`config.mk`:
```
export PLATFORM = sky130hd
export DESIGN_NAME = ram_arb_ctrl
export DESIGN_NICKNAME = d
export VERILOG_FILES = /design/src/rtl/ram_arb_ctrl.sv
export SDC_FILE = /design/constraint.sdc
export NUM_CORES = 1
export LEC_CHECK = 0
export ABC_AREA = 1
export CORE_ASPECT_RATIO = 2
export CORE_UTILIZATION = 41
export DETAILED_ROUTE_END_ITERATION = 10
export PLACE_DENSITY = 0.8
export SLEW_MARGIN = 20
export SYNTH_ARGS = -nofsm -noshare
export SYNTH_HDL_FRONTEND = slang
export SYNTH_SLANG_ARGS = --single-unit
export TNS_END_PERCENT = 30
```
`constraint.sdc`:
```
create_clock -name clk -period 1.8 [get_ports clk]
set_clock_uncertainty 0.2 [all_clocks]
set_input_delay 0.18 -clock clk [delete_from_list [all_inputs] [get_ports clk]]
set_output_delay 0.18 -clock clk [all_outputs]
set_load 0.05 [all_outputs]
```
`src/rtl/ram_arb_ctrl.sv`:
```
// ---------------------------------------------------------------------------
// ram_arb_ctrl : two-port round-robin arbiter driving one single-port RAM
//                with a registered read path.
// Revision     : 1.0
// ---------------------------------------------------------------------------
`default_nettype none

module ram_arb_ctrl #(
  parameter int AW = 10,
  parameter int DW = 8
) (
  input  logic          clk,
  input  logic          rst,
  input  logic          req0,
  input  logic          req1,
  input  logic          we0,
  input  logic          we1,
  input  logic [AW-1:0] addr0,
  input  logic [AW-1:0] addr1,
  input  logic [DW-1:0] wdata0,
  input  logic [DW-1:0] wdata1,
  output logic          gnt0,
  output logic          gnt1,
  output logic          rvalid0,
  output logic          rvalid1,
  output logic [DW-1:0] rdata0,
  output logic [DW-1:0] rdata1,
  output logic          ram_cs,
  output logic          ram_rd,
  output logic          ram_wr,
  output logic [AW-1:0] ram_addr,
  output logic [DW-1:0] ram_wdata,
  input  logic [DW-1:0] ram_rdata
);

  typedef enum logic [1:0] {
    IDLE = 2'd0,
    ACC  = 2'd1,
    RCAP = 2'd2
  } state_t;

  state_t        state_q, state_d;
  logic          last_gnt_q, last_gnt_d;
  logic          port_q, port_d;
  logic          gnt0_q, gnt0_d;
  logic          gnt1_q, gnt1_d;
  logic          rvalid0_q, rvalid0_d;
  logic          rvalid1_q, rvalid1_d;
  logic [DW-1:0] rdata0_q, rdata0_d;
  logic [DW-1:0] rdata1_q, rdata1_d;
  logic          ram_cs_q, ram_cs_d;
  logic          ram_rd_q, ram_rd_d;
  logic          ram_wr_q, ram_wr_d;
  logic [AW-1:0] ram_addr_q, ram_addr_d;
  logic [DW-1:0] ram_wdata_q, ram_wdata_d;
  logic          win;
  logic          win_we;

  always_ff @(posedge clk or posedge rst) begin
    if (rst) begin
      state_q     <= IDLE;
      last_gnt_q  <= 1'b1;
      port_q      <= 1'b0;
      gnt0_q      <= 1'b0;
      gnt1_q      <= 1'b0;
      rvalid0_q   <= 1'b0;
      rvalid1_q   <= 1'b0;
      rdata0_q    <= '0;
      rdata1_q    <= '0;
      ram_cs_q    <= 1'b0;
      ram_rd_q    <= 1'b0;
      ram_wr_q    <= 1'b0;
      ram_addr_q  <= '0;
      ram_wdata_q <= '0;
    end else begin
      state_q     <= state_d;
      last_gnt_q  <= last_gnt_d;
      port_q      <= port_d;
      gnt0_q      <= gnt0_d;
      gnt1_q      <= gnt1_d;
      rvalid0_q   <= rvalid0_d;
      rvalid1_q   <= rvalid1_d;
      rdata0_q    <= rdata0_d;
      rdata1_q    <= rdata1_d;
      ram_cs_q    <= ram_cs_d;
      ram_rd_q    <= ram_rd_d;
      ram_wr_q    <= ram_wr_d;
      ram_addr_q  <= ram_addr_d;
      ram_wdata_q <= ram_wdata_d;
    end
  end

  always_comb begin
    state_d     = state_q;
    last_gnt_d  = last_gnt_q;
    port_d      = port_q;
    gnt0_d      = 1'b0;
    gnt1_d      = 1'b0;
    rvalid0_d   = 1'b0;
    rvalid1_d   = 1'b0;
    rdata0_d    = rdata0_q;
    rdata1_d    = rdata1_q;
    ram_cs_d    = 1'b0;
    ram_rd_d    = 1'b0;
    ram_wr_d    = 1'b0;
    ram_addr_d  = ram_addr_q;
    ram_wdata_d = ram_wdata_q;
    // On a tie the port that did not win last time goes first.
    win         = (req0 && req1) ? ~last_gnt_q : req1;
    win_we      = win ? we1 : we0;

    case (state_q)
      IDLE: begin
        if (req0 || req1) begin
          last_gnt_d  = win;
          port_d      = win;
          gnt0_d      = ~win;
          gnt1_d      = win;
          ram_cs_d    = 1'b1;
          ram_wr_d    = win_we;
          ram_rd_d    = ~win_we;
          ram_addr_d  = win ? addr1 : addr0;
          ram_wdata_d = win ? wdata1 : wdata0;
          state_d     = ACC;
        end
      end
      ACC: begin
        state_d = ram_rd_q ? RCAP : IDLE;
      end
      RCAP: begin
        if (port_q) begin
          rdata1_d  = ram_rdata;
          rvalid1_d = 1'b1;
        end else begin
          rdata0_d  = ram_rdata;
          rvalid0_d = 1'b1;
        end
        state_d = IDLE;
      end
      default: begin
        state_d = IDLE;
      end
    endcase
  end

  assign gnt0      = gnt0_q;
  assign gnt1      = gnt1_q;
  assign rvalid0   = rvalid0_q;
  assign rvalid1   = rvalid1_q;
  assign rdata0    = rdata0_q;
  assign rdata1    = rdata1_q;
  assign ram_cs    = ram_cs_q;
  assign ram_rd    = ram_rd_q;
  assign ram_wr    = ram_wr_q;
  assign ram_addr  = ram_addr_q;
  assign ram_wdata = ram_wdata_q;

endmodule

`default_nettype wire

```
==> run_results.csv, run 1 <==
group,metric,value,unit
outcome,outcome,"completed",
routing,route.antenna.remaining_nets,0,
logic_synthesis,yosys_warnings,0,
pwr,p_leak,1.59,nW
logic_synthesis,synth_cell_types,15,
routing,drcViolationCount,0,
worst_setup_path,critical_path_required,1780,ps
pwr,power.density,1880,mW/mm2
floorplanning,chipHeight,100,um
clock_tree,cts_root_buf,"sky130_fd_sc_hd__clkbuf_8",
routing,dr_total_vias,1819,
sta,finalWorstPathRequiredPeriod,1470,ps
sta,unrepaired_setup_endpoints_after_global_routing,"no",
pwr,maximum_resistive_drop_on_vdd,1170,uV
global_routing,grt_first_pass_wirelength,8160,um
worst_setup_path,path_max_fanout,9,
pwr,power.share.switching,0.494,
clock_tree,ctsHtreeMaxLevel,2,
global_routing,global_route.usage.total,0.216,
layout,layout.nets,379,
pwr,p_total,0.00562,W
logic_synthesis,syn_avg_cell_area,8.46,um2
logic_synthesis,syn_area,0.00197,mm2
sta,worstMarginPinSlew,374,ps
clock_tree,numCtsBuffers,5,
sta,min_period_over_period,0.818,
logic_synthesis,ff_latch_count_synth,45,
floorplanning,die_width,51.0,um
routing,drt-total-wl,4990,um
sta,finalSetupTns,0,ps
sta,report.final.slew_viol_count,0,
sta,max_freq,680,MHz
logic_synthesis,syn-num-nets,283,
layout,layout.cells.most_common,"sky130_fd_sc_hd__nand2_1",
pwr,power.share.combinational,0.555,
layout,antennaDiodeCount,0,
clock_tree,clockBufferDepth,2,
global_routing,grt_start_max_net_pins,33,
run,max_cap_viol_count,0,
placed_design,postPlaceCellArea,0.00286,mm2
clock_tree,tritoncts,"done",
layout,mostFrequentLayoutCells,"sky130_fd_sc_hd__nand2_1 (82), sky130_fd_sc_hd__buf_4 (50), sky130_fd_sc_hd__clkdlybuf4s50_1 (49), sky130_fd_sc_hd__dfrtp_1 (44), sky130_fd_sc_hd__inv_1 (30)",
routing,drt_pass1_iterations,4,
layout,final_cell_count_no_fill,385,
worst_setup_path,critical_path_class,"flip-flop to flip-flop",
routing,detailedRoute.firstIterationViolations,30,
sta,timing_hold_violations_final,0,
sta,final_number_of_setup_violating_endpoints,0,
clock_tree,path_clk_slew,80,ps
worst_setup_path,sort_of_element_at_the_start_of_the_critical_path,"flip-flop",
layout,layout-area-overhead-vs-synth,51.2,%
floorplanning,top_level_ports,91,
routing,via_density_per_instance,4.72,
sta,worst_slew_margin_rel,0.751,
pwr,intPower,0.00284,W
clock_tree,clock_sinks,45,
logic_synthesis,ys_seq_area_frac,0.572,
worst_setup_path,timing.critical_path.arrival,1450,ps
floorplanning,std_cell_rows,35,
pwr,p_clk_frac,0.136,
pwr,power.share.sequential,0.309,
placed_design,placedCellCount,376,
placed_design,dp.final_hpwl,3880,um
floorplanning,area_of_the_core,0.00460,mm2
placed_design,io_buffer_count,90,
routing,drt-wirelength-per-cell,13.0,um
pwr,netSwitchingPower,0.00277,W
global_routing,grt-ovfl-total,0,
clock_tree,post-cts-setup-buffers,0,
layout,postLayoutCellArea,0.00298,mm2
floorplanning,die_area,0.00511,mm2
global_routing,via_count_of_the_first_global_routing_pass,1783,
placed_design,gp_congestion,0.748,
global_routing,grt_antenna_before_repair,0,
clock_tree,clk_latency,290,ps
logic_synthesis,postSynthCellCount,233,
worst_setup_path,worstSetupEndpointType,"flip-flop",
layout,final_layout_size_suffix_gt1_frac,0.188,
worst_hold_path,min-delay-path-class,"input port to flip-flop",
floorplanning,initial_utilization,0.429,
## routing by layer
metal,wire length [um],vias to the layer above,track usage
met5,0,-,0
met4,108,0,0.0983
met3,243,8,0.0379
met2,2770,77,0.405
met1,1870,827,0.222
li1,-,907,-
## metrics by stage
step,utilization,hold slack (ps),worst slack (ps)
2_1_floorplan,-,137,362
3_3_place_gp,0.621,265,74.5
3_5_place_dp,0.621,267,71.9
4_1_cts,0.648,272,322
5_1_grt,0.648,286,226
6_report,0.648,276,328
## critical path, cell delays in order, from the launching register on
cell and delay [ps]:
sky130_fd_sc_hd__dfstp_2 540, sky130_fd_sc_hd__nand2_1 60, sky130_fd_sc_hd__nand2_1 180, sky130_fd_sc_hd__buf_4 200
sky130_fd_sc_hd__nand2_1 60, sky130_fd_sc_hd__nand3_1 70, sky130_fd_sc_hd__nand2_1 50
## sequential cells by signal, summed over array words and instances, names as in the netlist
| register | count |
|---|---|
| last_gnt_q | 1 |
| rvalid1 | 1 |
| state_q | 2 |
| ram_rd | 1 |
| port_q | 1 |
| ram_cs | 1 |
| ram_addr | 10 |
| ram_wr | 1 |
| ram_wdata | 8 |
| gnt1 | 1 |
| gnt0 | 1 |
| rdata0 | 8 |
| rvalid0 | 1 |
| rdata1 | 8 |
## kinds of logic (layout without fill, tap and decap cells)
group | count (synthesis) | after routing | share of synthesized area
AND/OR/NAND/NOR | 125 | 125 | 0.283
flip-flops | 45 | 45 | 0.572
buffers and inverters | 44 | 141 | 0.0971
AO/OA/AOI/OAI | 19 | 19 | 0.0482
## what timing repair did
| action | 4_1_cts | 5_1_grt |
|---|---|---|
| resized for setup | 0 | 0 |
| hold endpoints to repair | 12 | 0 |
| hold buffers | 1 | 0 |
## Yosys cell counts
cell / number / area share
sky130_fd_sc_hd__nand2_1: 82 / 0.16
sky130_fd_sc_hd__dfrtp_1: 44 / 0.56
sky130_fd_sc_hd__inv_1: 31 / 0.059
sky130_fd_sc_hd__nand3_1: 21 / 0.053
sky130_fd_sc_hd__o21ai_0: 17 / 0.043
sky130_fd_sc_hd__nand3b_1: 16 / 0.061
sky130_fd_sc_hd__buf_2: 6 / 0.015
sky130_fd_sc_hd__nor2_1: 5 / 0.0095
sky130_fd_sc_hd__buf_4: 3 / 0.011
sky130_fd_sc_hd__a21oi_1: 2 / 0.0051
sky130_fd_sc_hd__clkbuf_1: 2 / 0.0038
sky130_fd_sc_hd__buf_6: 1 / 0.0057
sky130_fd_sc_hd__dfstp_2: 1 / 0.013
sky130_fd_sc_hd__inv_2: 1 / 0.0019
sky130_fd_sc_hd__nor2_2: 1 / 0.0032
## cell type report
type	instances	area [um2]
multi-input combinational	144	653
inverter	32	120
timing repair buffer	101	896
clock buffer	7	86.3
clock inverter	1	30.0
sequential	45	1130
fill	373	1620
tap	55	68.8
## power groups by stage
stage / sequential [W] / clock (W) / combinational (W)
5_1_grt: 0.00178 / 0.000823 / 0.00331
4_1_cts: 0.00173 / 0.000785 / 0.00314
3_5_place_dp: 0.00174 / 0 / 0.00314
3_3_place_gp: 0.00173 / 0 / 0.00309
2_1_floorplan: 0.00320 / 0 / 0.000645
6_report: 0.00174 / 0.000764 / 0.00312
## path summary, 6_finish.rpt
kind	from	slack (ps)	cells past startpoint	endpoint
min in group asynchronous	rst	520	3	ram_wdata[1]$_DFFE_PP0P_
max	last_gnt_q$_DFFE_PP1P_	330	6	ram_wdata[6]$_DFFE_PP0P_
max reg2reg	last_gnt_q$_DFFE_PP1P_	330	6	ram_wdata[6]$_DFFE_PP0P_
min	ram_rdata[4]	280	3	rdata1[4]$_DFFE_PP0P_
max in group asynchronous	rst	410	4	rdata0[1]$_DFFE_PP0P_
min reg2reg	ram_wdata[4]$_DFFE_PP0P_	280	2	ram_wdata[4]$_DFFE_PP0P_
(Power assumes the default switching activity.)
==> run 2: changes to the inputs <==
clock period = 1.4 ns   (was 1.8 ns; I/O delays follow)
==> run 2 against run 1 <==
- via count grew 10%
- clock power grew 26%
- fmax grew 1.8%
- power grew 65%
- die area is the same
- sequential share of layout area shrank 7.5 points
- design area grew 25%
- critical path depth grew 1
- global-route usage grew 3.9 points
- sequential power grew 47%
- worst setup slack lost 370 ps
- the flow now finishes with violations (negative setup slack)
- first-iteration DRC count grew 60%
- largest cell class is now non-clock buffers
==> run_results.csv, run 2 (synthesized netlist as in run 1, its figures left out) <==
group,metric,value,unit
routing,dr_total_vias,2000,
sta,finalWorstPathRequiredPeriod,1440,ps
pwr,p_total,0.00928,W
sta,hold_ws,230,ps
floorplanning,chipHeight,100,um
worst_setup_path,critical_path_class,"flip-flop to flip-flop",
layout,final_layout_size_suffix_gt1_frac,0.264,
sta,timing_hold_violations_final,0,
worst_setup_path,sort_of_element_at_the_start_of_the_critical_path,"flip-flop",
sta,unrepaired_setup_endpoints_after_global_routing,"yes",
layout,mostFrequentLayoutCells,"sky130_fd_sc_hd__nand2_1 (76), sky130_fd_sc_hd__clkdlybuf4s50_1 (49), sky130_fd_sc_hd__buf_12 (45), sky130_fd_sc_hd__dfrtp_1 (44), sky130_fd_sc_hd__inv_1 (29)",
pwr,intPower,0.00513,W
floorplanning,area_of_the_core,0.00460,mm2
clock_tree,cts_root_buf,"sky130_fd_sc_hd__clkbuf_8",
worst_setup_path,slowest_stage_cell_crit_path,"sky130_fd_sc_hd__dfrtp_1",
layout,layout-area-overhead-vs-synth,88.8,%
worst_setup_path,worstSetupEndpointType,"flip-flop",
clock_tree,tritoncts,"done",
worst_setup_path,startpoint,"state_q[1]$_DFFE_PP0P_",
clock_tree,clk_latency,310,ps
sta,finalSetupTns,-160,ps
layout,final.fill_count,254,
worst_setup_path,critical_path_required,1440,ps
floorplanning,std_cell_rows,35,
pwr,power.share.sequential,0.276,
pwr,p_leak,1.86,nW
clock_tree,numCtsBuffers,5,
sta,final_number_of_setup_violating_endpoints,12,
floorplanning,die_width,51.0,um
routing,drt-total-wl,6500,um
routing,drt-wirelength-per-cell,16.6,um
routing,via_density_per_instance,5.10,
layout,final_util,0.810,
clock_tree,clock_sinks,45,
pwr,netSwitchingPower,0.00415,W
routing,drt_pass1_iterations,4,
floorplanning,initial_utilization,0.429,
global_routing,grt_antenna_before_repair,0,
clock_tree,ctsHtreeMaxLevel,2,
routing,route.antenna.remaining_nets,0,
layout,antennaDiodeCount,0,
worst_hold_path,hp-start,"ram_rdata[4]",
placed_design,dp.final_hpwl,4620,um
layout,layout.cells.most_common,"sky130_fd_sc_hd__nand2_1",
worst_hold_path,min-delay-path-class,"input port to flip-flop",
sta,worstMarginPinSlew,271,ps
worst_setup_path,cp_cell_sequence,"inv_1 > nand2_2 > nor2_4 > buf_12 > buf_8 > nand3_2 > nand2_1",
global_routing,grt_start_max_net_pins,23,
floorplanning,die_area,0.00511,mm2
sta,report.final.slew_viol_count,0,
run,max_cap_viol_count,0,
outcome,failed_checks,"negative setup slack",
placed_design,gp_congestion,0.784,
worst_setup_path,path_max_fanout,5,
pwr,power.density,2490,mW/mm2
floorplanning,top_level_ports,91,
pwr,power.share.switching,0.447,
worst_setup_path,cp_slowest_stage_delay,430,ps
global_routing,grt_first_pass_wirelength,9490,um
worst_setup_path,r2r_start,"state_q[1]$_DFFE_PP0P_",
clock_tree,clockBufferDepth,2,
global_routing,global_route.usage.total,0.255,
global_routing,grt-ovfl-total,0,
routing,drcViolationCount,0,
layout,largest_register_ffs,10,
routing,detailedRoute.firstIterationViolations,48,
sta,max_freq,692,MHz
global_routing,via_count_of_the_first_global_routing_pass,2010,
outcome,outcome,"finished, violations left",
clock_tree,path_clk_slew,90,ps
worst_setup_path,timing.critical_path.arrival,1490,ps
placed_design,io_buffer_count,90,
sta,minimum_setup_slack_in_the_final_design,-44.9,ps
sta,worst_slew_margin_rel,0.819,
pwr,maximum_resistive_drop_on_vdd,2140,uV
layout,layout.nets,387,
sta,min_period_over_period,1.03,
pwr,p_clk_frac,0.104,
pwr,power.share.combinational,0.621,
placed_design,post-place-ws,-209,ps
==> run 2: changes by cell type in the layout (fill, tap and decap cells not counted), sizes merged <==
cell / delta
buf: +8
inv: -1
clkbuf: -2
clkinv: +2
==> run 2: worst paths after layout <==
| path | to | slack, ps | cells past startpoint |
|---|---|---|---|
| worst max-delay path | ram_addr[3]$_DFFE_PP0P_ | -40 | 7 |
| worst min-delay path | rdata1[4]$_DFFE_PP0P_ | 230 | 3 |
| worst max register to register | ram_addr[3]$_DFFE_PP0P_ | -40 | 7 |
| worst min register to register | last_gnt_q$_DFFE_PP1P_ | 300 | 2 |
| max in group asynchronous | ram_addr[5]$_DFFE_PP0P_ | 130 | 4 |
| min in group asynchronous | rdata0[4]$_DFFE_PP0P_ | 460 | 3 |
==> run 2: timing repair <==
action	in CTS	in global routing
resized for setup	3	40
hold endpoints to repair	10	0
endpoints found under the setup margin	18	39
setup buffers	0	1
pin swaps	0	21
hold buffers	1	0
cloned	0	2
==> run 2: cell type report <==
cell class / instances / area, um2 / share of cell area
Clock inverter: 2 / 35.0 / 0.00941
Tap cell: 55 / 68.8 / 0.0185
Sequential cell: 45 / 1130 / 0.303
Multi-Input combinational cell: 144 / 747 / 0.201
Timing Repair Buffer: 109 / 1550 / 0.416
Inverter: 32 / 129 / 0.0346
Clock buffer: 5 / 68.8 / 0.0185
==> run 2: worst max-delay path, delay by kind of cell (launching register included) <==
kind	cells	cell delay, ps
buffers and inverters	3	350
DFF	1	430
and+or+nand+nor	4	400
==> run 2: through the flow <==
step	area (um2)	std cells
floorplan	1970	233
global placement	3430	381
detailed placement	3430	381
CTS	3560	389
global route	3720	392
finish	3720	392
==> run 2: power groups by stage <==
stage,logic [W],clock network (W),registers [W]
2_1_floorplan,0.000829,0,0.00411
3_5_place_dp,0.00546,0,0.00256
6_report,0.00576,0.000961,0.00256
5_1_grt,0.00599,0.00102,0.00262
3_3_place_gp,0.00536,0,0.00252
4_1_cts,0.00550,0.000959,0.00254
==> run 2: layer usage <==
layer	track usage	routed length, um	up-vias
met2	0.474	3770	76
met3	0.0394	239	14
met4	0.115	182	0
li1	-	-	924
met5	0	0	-
met1	0.270	2310	986
==> run 3: changes to the inputs <==
TNS_END_PERCENT = default   (was 30)
==> run 3 against run 2 <==
- the flow still finishes with violations (negative setup slack)
- power rose by 0.13%
- die area did not move
- first-iteration DRC count rose by 33%
- core utilization rose by 0.27 points
- non-clock buffer count did not move
- worst setup slack got worse by 45 ps
==> run_results.csv, run 3 (synthesized netlist as in run 1, its figures left out) <==
group,metric,value,unit
global_routing,via_count_of_the_first_global_routing_pass,2010,
clock_tree,cts_root_buf,"sky130_fd_sc_hd__clkbuf_8",
placed_design,dp.final_hpwl,4620,um
layout,multi_input_comb_area,759,um2
sta,minimum_setup_slack_in_the_final_design,-89.4,ps
floorplanning,std_cell_rows,35,
layout,sequential_cell_area,0.00113,mm2
clock_tree,clock_sinks,45,
worst_setup_path,critical_path_class,"flip-flop to flip-flop",
worst_setup_path,cp_cell_sequence,"inv_1 > nand2_2 > nor2_4 > buf_12 > inv_8 > nand2_1 > nand2_2",
layout,final.fill_count,254,
layout,final_util,0.813,
global_routing,grt_start_max_net_pins,23,
clock_tree,numCtsBuffers,5,
routing,detailedRoute.firstIterationViolations,64,
global_routing,grt_antenna_before_repair,0,
sta,min_period_over_period,1.06,
run,max_cap_viol_count,0,
worst_setup_path,path_delay_family,"flip-flops",
sta,report.final.slew_viol_count,0,
routing,via_density_per_instance,5.08,
layout,antennaDiodeCount,0,
floorplanning,top_level_ports,91,
layout,layout.cells.most_common,"sky130_fd_sc_hd__nand2_1",
worst_setup_path,critical_path_required,1390,ps
floorplanning,initial_utilization,0.429,
layout,layout.nets,387,
global_routing,grt-ovfl-total,0,
worst_setup_path,critical-path-top-cell-by-count,"sky130_fd_sc_hd__nand2_2",
placed_design,gp_congestion,0.784,
sta,final_number_of_setup_violating_endpoints,19,
floorplanning,area_of_the_core,0.00460,mm2
pwr,p_leak,1.86,nW
sta,worst_slew_margin_rel,0.805,
global_routing,grt_first_pass_wirelength,9490,um
worst_setup_path,worstSetupEndpointType,"flip-flop",
sta,timing_hold_violations_final,0,
worst_setup_path,timing.critical_path.arrival,1480,ps
sta,unrepaired_setup_endpoints_after_global_routing,"yes",
routing,drt-wirelength-per-cell,16.7,um
layout,final_layout_size_suffix_gt1_frac,0.273,
clock_tree,clockBufferDepth,2,
sta,finalWorstPathRequiredPeriod,1490,ps
worst_setup_path,crit_buf_inv,3,
floorplanning,die_area,0.00511,mm2
pwr,p_total,0.00929,W
clock_tree,path_clk_slew,90,ps
placed_design,io_buffer_count,90,
global_routing,global_route.usage.total,0.255,
layout,layout-area-overhead-vs-synth,89.5,%
layout,mostFrequentLayoutCells,"sky130_fd_sc_hd__nand2_1 (75), sky130_fd_sc_hd__clkdlybuf4s50_1 (49), sky130_fd_sc_hd__buf_12 (45), sky130_fd_sc_hd__dfrtp_1 (44), sky130_fd_sc_hd__inv_1 (29)",
routing,drcViolationCount,0,
routing,dr_total_vias,1993,
clock_tree,clk_latency,310,ps
outcome,failed_checks,"negative setup slack",
worst_hold_path,min-delay-path-class,"input port to flip-flop",
clock_tree,ctsHtreeMaxLevel,2,
sta,finalSetupTns,-606,ps
worst_setup_path,sort_of_element_at_the_start_of_the_critical_path,"flip-flop",
pwr,power.density,2490,mW/mm2
worst_setup_path,slowest_stage_cell_crit_path,"sky130_fd_sc_hd__dfrtp_1",
clock_tree,tritoncts,"done",
floorplanning,die_width,51.0,um
pwr,maximum_resistive_drop_on_vdd,2150,uV
outcome,outcome,"finished, violations left",
floorplanning,chipHeight,100,um
sta,worstMarginPinSlew,291,ps
routing,route.antenna.remaining_nets,0,
layout,largest_register_ffs,10,
routing,drt_pass1_iterations,4,
sta,max_freq,671,MHz
routing,drt-total-wl,6570,um
placed_design,post-place-ws,-209,ps
worst_setup_path,cp_slowest_stage_delay,440,ps
worst_setup_path,path_max_fanout,22,
## run 3: changes by cell type in the layout (fill, tap and decap cells not counted)
cell                      previous run  this run
sky130_fd_sc_hd__nand2_1            76        75
sky130_fd_sc_hd__nand2_2             4         5
sky130_fd_sc_hd__nand3_1            11         9
sky130_fd_sc_hd__nand3_2             9        11
## run 3: area by class of cell
type / instances / area share
Clock buffer: 5 / 0.0184
Inverter: 32 / 0.0345
Timing Repair Buffer: 109 / 0.414
Clock inverter: 2 / 0.00938
Sequential cell: 45 / 0.302
Multi-Input combinational cell: 144 / 0.203
Tap cell: 55 / 0.0184
## run 3: power breakdown
part / switching [W] / internal, W
sequential: 0.000659 / 0.00189
combinational: 0.00305 / 0.00272
clock: 0.000443 / 0.000519
total: 0.00416 / 0.00514
## run 3: worst reg2reg max path, delay by kind of cell, from the launching register on
family        cells  cell delay [ps]
buf+inv           3              310
flops             1              440
simple gates      4              420
## run 3: metrics by stage
| step | area, um2 | hold slack, ps | std cells |
|---|---|---|---|
| final | 3740 | 230 | 392 |
| after global routing | 3740 | 249 | 392 |
| after CTS | 3560 | 227 | 389 |
| after detailed placement | 3430 | 244 | 381 |
| after global placement | 3430 | 233 | 381 |
| after floorplan | 1970 | 96.6 | 233 |
## run 3: repair_timing
item                       CTS  global route
resized for setup            3            43
hold buffers                 1             0
setup endpoints to repair   18            39
hold endpoints to repair    10             0
setup buffers                0             1
pin swaps                    0            27
gates cloned                 0             2
## run 3: final timing paths
check / slack, ps / endpoint / startpoint / cells after the start
max in group asynchronous: 120 / ram_addr[5]$_DFFE_PP0P_ / rst / 4
worst min-delay path: 230 / rdata1[4]$_DFFE_PP0P_ / ram_rdata[4] / 3
worst max-delay path: -90 / ram_addr[5]$_DFFE_PP0P_ / state_q[1]$_DFFE_PP0P_ / 7
min in group asynchronous: 460 / rdata0[0]$_DFFE_PP0P_ / rst / 3
worst min register to register: 300 / last_gnt_q$_DFFE_PP1P_ / last_gnt_q$_DFFE_PP1P_ / 2
worst max register to register: -90 / ram_addr[5]$_DFFE_PP0P_ / state_q[1]$_DFFE_PP0P_ / 7
## run 3: per-layer routing
layer,vias up,part of all wire,GRT usage
li1,923,-,-
met1,964,0.35,0.270
met2,92,0.58,0.474
met3,14,0.045,0.0394
met4,0,0.029,0.115
met5,-,0,0
